===== src/rtl/dmem_access_controller.sv =====
// Load/store sequencer between the MEM stage and byte-addressed data memory:
// lane decode, ready handshake with timeout, and load extension.
module dmem_access_controller #(
    parameter int TIMEOUT   = 16,
    parameter int CNT_WIDTH = 5
) (
    input  logic        CLK,
    input  logic        RESET,
    input  logic        MEM_READ,
    input  logic        MEM_WRITE,
    input  logic [2:0]  FUNCT3,
    input  logic [31:0] ADDRESS,
    input  logic [31:0] STORE_DATA,
    output logic [31:0] LOAD_DATA,
    output logic        BUSY,
    output logic        FAULT,
    output logic [1:0]  FAULT_CODE,
    output logic        DM_READ,
    output logic        DM_WRITE,
    output logic [31:0] DM_ADDRESS,
    output logic [31:0] DM_WRITEDATA,
    output logic [3:0]  DM_BYTE_EN,
    input  logic [31:0] DM_READDATA,
    input  logic        DM_READY
);

    typedef enum logic [1:0] {S_IDLE, S_WAIT, S_RESP} state_t;

    localparam logic [CNT_WIDTH-1:0] LAST = CNT_WIDTH'(TIMEOUT - 1);

    state_t               state;
    logic [CNT_WIDTH-1:0] cnt;
    logic                 op_store;
    logic [2:0]           f3_q;
    logic [1:0]           a_q;

    logic        req;
    logic        illegal_f3;
    logic        misaligned;
    logic [1:0]  fault_code_n;
    logic [3:0]  byte_en_n;
    logic [31:0] wdata_n;
    logic [7:0]  lane_b;
    logic [15:0] lane_h;
    logic [31:0] load_ext;

    // A simultaneous read and write is treated as a store.
    assign req        = MEM_READ | MEM_WRITE;
    assign illegal_f3 = (FUNCT3 == 3'b011) || (FUNCT3 == 3'b110) || (FUNCT3 == 3'b111)
                        || (MEM_WRITE && FUNCT3[2]);
    assign misaligned = ((FUNCT3[1:0] == 2'b01) && ADDRESS[0])
                        || ((FUNCT3 == 3'b010) && (ADDRESS[1:0] != 2'b00));

    always_comb begin
        fault_code_n = 2'b00;
        if (illegal_f3)
            fault_code_n = 2'b10;
        else if (misaligned)
            fault_code_n = 2'b01;
    end

    always_comb begin
        byte_en_n = 4'b1111;
        wdata_n   = STORE_DATA;
        case (FUNCT3[1:0])
            2'b00: begin
                byte_en_n = 4'b0001 << ADDRESS[1:0];
                wdata_n   = {4{STORE_DATA[7:0]}};
            end
            2'b01: begin
                byte_en_n = 4'b0011 << ADDRESS[1:0];
                wdata_n   = {2{STORE_DATA[15:0]}};
            end
            default: ;
        endcase
    end

    assign lane_b = DM_READDATA[{a_q, 3'b000} +: 8];
    assign lane_h = a_q[1] ? DM_READDATA[31:16] : DM_READDATA[15:0];

    always_comb begin
        case (f3_q)
            3'b000:  load_ext = {{24{lane_b[7]}}, lane_b};
            3'b100:  load_ext = {24'b0, lane_b};
            3'b001:  load_ext = {{16{lane_h[15]}}, lane_h};
            3'b101:  load_ext = {16'b0, lane_h};
            default: load_ext = DM_READDATA;
        endcase
    end

    // Stall is raised in the launch cycle itself so the pipeline freezes immediately.
    assign BUSY     = ((state == S_IDLE) && req && (fault_code_n == 2'b00)) || (state == S_WAIT);
    assign DM_READ  = (state == S_WAIT) && !op_store;
    assign DM_WRITE = (state == S_WAIT) && op_store;

    always_ff @(posedge CLK) begin
        if (RESET) begin
            state        <= S_IDLE;
            cnt          <= '0;
            op_store     <= 1'b0;
            f3_q         <= '0;
            a_q          <= '0;
            LOAD_DATA    <= '0;
            FAULT        <= 1'b0;
            FAULT_CODE   <= '0;
            DM_ADDRESS   <= '0;
            DM_WRITEDATA <= '0;
            DM_BYTE_EN   <= '0;
        end else begin
            FAULT <= 1'b0;
            case (state)
                S_IDLE: begin
                    if (req) begin
                        if (fault_code_n != 2'b00) begin
                            FAULT      <= 1'b1;
                            FAULT_CODE <= fault_code_n;
                        end else begin
                            DM_ADDRESS   <= {ADDRESS[31:2], 2'b00};
                            DM_BYTE_EN   <= byte_en_n;
                            DM_WRITEDATA <= wdata_n;
                            op_store     <= MEM_WRITE;
                            f3_q         <= FUNCT3;
                            a_q          <= ADDRESS[1:0];
                            cnt          <= '0;
                            state        <= S_WAIT;
                        end
                    end
                end
                S_WAIT: begin
                    if (DM_READY) begin
                        if (!op_store)
                            LOAD_DATA <= load_ext;
                        state <= S_RESP;
                    end else if (cnt == LAST) begin
                        FAULT      <= 1'b1;
                        FAULT_CODE <= 2'b11;
                        state      <= S_RESP;
                    end else begin
                        cnt <= cnt + 1'b1;
                    end
                end
                default: state <= S_IDLE;
            endcase
        end
    end

endmodule


===== config.mk =====
export PLATFORM = sky130hd
export DESIGN_NAME = dmem_access_controller
export DESIGN_NICKNAME = d
export VERILOG_FILES = /design/src/rtl/dmem_access_controller.sv
export SDC_FILE = /design/constraint.sdc
export NUM_CORES = 1
export LEC_CHECK = 0
export ABC_AREA = 1
export BUFFER_PORTS_ARGS = -buffer_cell sky130_fd_sc_hd__buf_4
export CORE_UTILIZATION = 44
export DETAILED_ROUTE_END_ITERATION = 12
export HOLD_SLACK_MARGIN = 0.12
export PLACE_DENSITY = 0.86
export SYNTH_ARGS = -nofsm -noshare
export SYNTH_HDL_FRONTEND = slang
export SYNTH_SLANG_ARGS = --single-unit

===== constraint.sdc =====
create_clock -name CLK -period 1.56 [get_ports CLK]
set_input_delay 0.39 -clock CLK [delete_from_list [all_inputs] [get_ports CLK]]
set_output_delay 0.39 -clock CLK [all_outputs]
set_load 0.01 [all_outputs]

==> reports/metrics.yaml <==
r2r_start: "state[0]"
power.total_mw: 8.79
synth.top_cell.area_share_pct: 43.9
path_cells: "inv_2 -> nand2_4 -> nor2_4 -> nand4_4 -> nand2_4 -> buf_6"
clockRootBuffer: "clkbuf_16"
drive_above_1_share_pct: 32.0
synth_cell_types: 30
setup.worst_path.end_class: "output pin"
yosysWarnings: 0
clkTransAtPathRegs_ps: 50
syn_area_sq_um: 5200
placed_cell_area_sq_um: 7130
ctsHoldBuffers: 0
maxSlewViolCount: 0
setup_viol: 21
post-route-period-util_pct: 107
nets: 1119
hold_viol_final: 0
grt_overflow: 0
start_kind: "register"
skew_ps: 12.3
wl_per_cell_um: 14.0
worstSetupPathDepth: 6
grt_max_degree: 54
drt_wl_total_um: 16300
fin_area_sq_um: 7890
track_usage_pct: 26.3
final.hold.worst_slack_ps: 215
netlist_instances: 784
timing.critical_path.buf_inv: 2
status: "complete, but fails checks"
cp_slowest_cell: "dfxtp_2"
ioPinCount: 210
synthTopCellsByArea: "dfxtp_1, nor2_1, nand2_1, o21ai_0, inv_1"
crit_start: "state[0]"
yosysSeqAreaShare_pct: 43.9
max_stage_delay_ps: 330
drcViolationCount: 0
yosysTopAreaCell: "dfxtp_1"
period_minus_slack_ps: 1680
clock.fmax_mhz: 596
fillers: 969
cts.sinks: 114
cts_max_level: 4
rows: 39
drt-initial-drc-count: 480
arrival_ps: 1290
via_count: 5902
timing.rr.end: "DM_WRITEDATA[27]"
grt_pass1_wl_um: 26000
die_y_um: 111
fin_ws_ps: -117
portBuffers: 207
crit_end: "BUSY"
antenna_found_initial: 0
antenna_cells: 0
path_common_cell: "nand2_4"
ys_ff_latch: 114
first_global_vias: 5564
ant_nets: 0
fin_setup_tns_ps: -426
peakVddDrop_mv: 0.566
die_width_um: 111
die-area_sq_um: 12200
firstDrtPassIters: 5
tritoncts: "built"
cp_max_fo: 2
numCtsBuffers: 17
p_leak_nw: 3.84
violations: "negative setup slack"
worstHoldPathType: "input port to register"
seq_area_sq_um: 2290
crit_required_ps: 1170
postSynthAreaPerCell_sq_um: 6.63
insertion_delay_ps: 410
crit_family: "simple AND/OR/NAND/NOR gates"
max_cap_violations: 0
reg2reg_depth: 10
gp_congestion: 0.874
multi_input_area_sq_um: 2620
coreArea_sq_um: 11500
p_per_area_nw_per_um2: 1110
synthToLayoutAreaGrowth_pct: 51.7
clock_path_buffers: 2
worstSetupPathType: "register to output pin"
dp.final_hpwl_um: 11500
start_util_pct: 45.3
reg2reg_slack_ps: -30
rsz0062_at_grt: "true"
routed_via_density: 5.07
==> cells by family (layout without fill, tap and decap cells) <==
kind of cell | after synthesis | after routing | share of synthesized area, %
fa+ha+maj | 2 | 2 | 0.482
xor+xnor | 1 | 1 | 0.169
simple gates | 413 | 413 | 31.7
other cells | 1 | 2 | 0.0722
compound gates | 145 | 145 | 15.0
buf+inv | 108 | 345 | 8.62
flops | 114 | 114 | 43.9
==> placed cells by master (no fill, tap or decap), drive strengths merged <==
cell      instances
buf             254
nor2            196
nand2           170
dfxtp           114
o21ai            87
inv              62
nand3            36
a21oi            35
clkbuf           22
o211ai           17
nand4             7
clkinv            5
o22ai             3
a31oi             2
conb              2
nor3              2
ha                2
a211oi            1
or2               1
xor2              1
nand3b            1
bufinv            1
clkinvlp          1
==> metrics by stage <==
stage / instances / setup WS, ps / util (%)
finish: 1165 / -117 / 68.8
global route: 1165 / -183 / 68.8
CTS: 1163 / -149 / 67.4
detailed placement: 1133 / -95.1 / 62.2
global placement: 1133 / -5.56 / 62.2
floorplan: 785 / 9.66 / -
==> registers in the layout, summed over array words and instances, names as in the netlist <==
signal	count
state	2
LOAD_DATA	32
cnt	5
FAULT_CODE	2
DM_BYTE_EN	4
a_q	2
DM_WRITEDATA	32
DM_ADDRESS	30
f3_q	3
FAULT	1
op_store	1
==> cells in the mapped netlist (all sizes together) <==
library cell / n
nand2: 170
buf: 25
dfxtp: 114
ha: 2
nor2: 196
xor2: 1
or2: 1
o21ai: 87
nand3: 36
a31oi: 2
a211oi: 1
nand3b: 1
a21oi: 35
inv: 62
conb: 1
o211ai: 17
clkbuf: 21
o22ai: 3
nor3: 2
nand4: 7
==> power breakdown <==
part	leakage, nW	switching (mW)	internal, mW
Sequential	0.937	0.154	3.18
Combinational	2.64	1.05	0.937
Clock	0.260	1.26	2.22
Total	3.84	2.46	6.33
==> layer usage <==
| metal | global-route usage, % | part of all wire (%) |
|---|---|---|
| met1 | 29.8 | 39 |
| met2 | 45.2 | 50 |
| met3 | 7.65 | 7.8 |
| met4 | 12.7 | 3.1 |
| met5 | 0 | 0 |
==> layout make-up <==
| type | instances | area share [%] |
|---|---|---|
| tap | 143 | 2.27 |
| inverter | 62 | 2.95 |
| sequential | 114 | 29.0 |
| multi-input combinational | 563 | 33.2 |
| timing repair buffer | 255 | 26.0 |
| clock buffer | 21 | 5.84 |
| clock inverter | 7 | 0.793 |
==> worst min-delay path: stages <==
cell,delay (ps)
buf_4,80
o21ai_2,50
nor2_1,60
==> timing repair <==
action,4_1_cts,5_1_grt
endpoints found under the setup margin,5,62
buffers inserted,2,1
gates resized for setup,30,68
pin swaps,4,3
cloned,0,1
endpoints found under the hold margin,0,0
==> worst min path at each step <==
stage,to,startpoint,cells past startpoint
floorplan,cnt[0],cnt[0],1
global placement,DM_WRITEDATA[22],DM_WRITEDATA[22],2
detailed placement,DM_WRITEDATA[20],DM_WRITEDATA[20],2
CTS,LOAD_DATA[1],DM_READDATA[1],3
global route,DM_ADDRESS[27],ADDRESS[27],3
finish,DM_ADDRESS[14],ADDRESS[14],3
(Power assumes the default switching activity.)
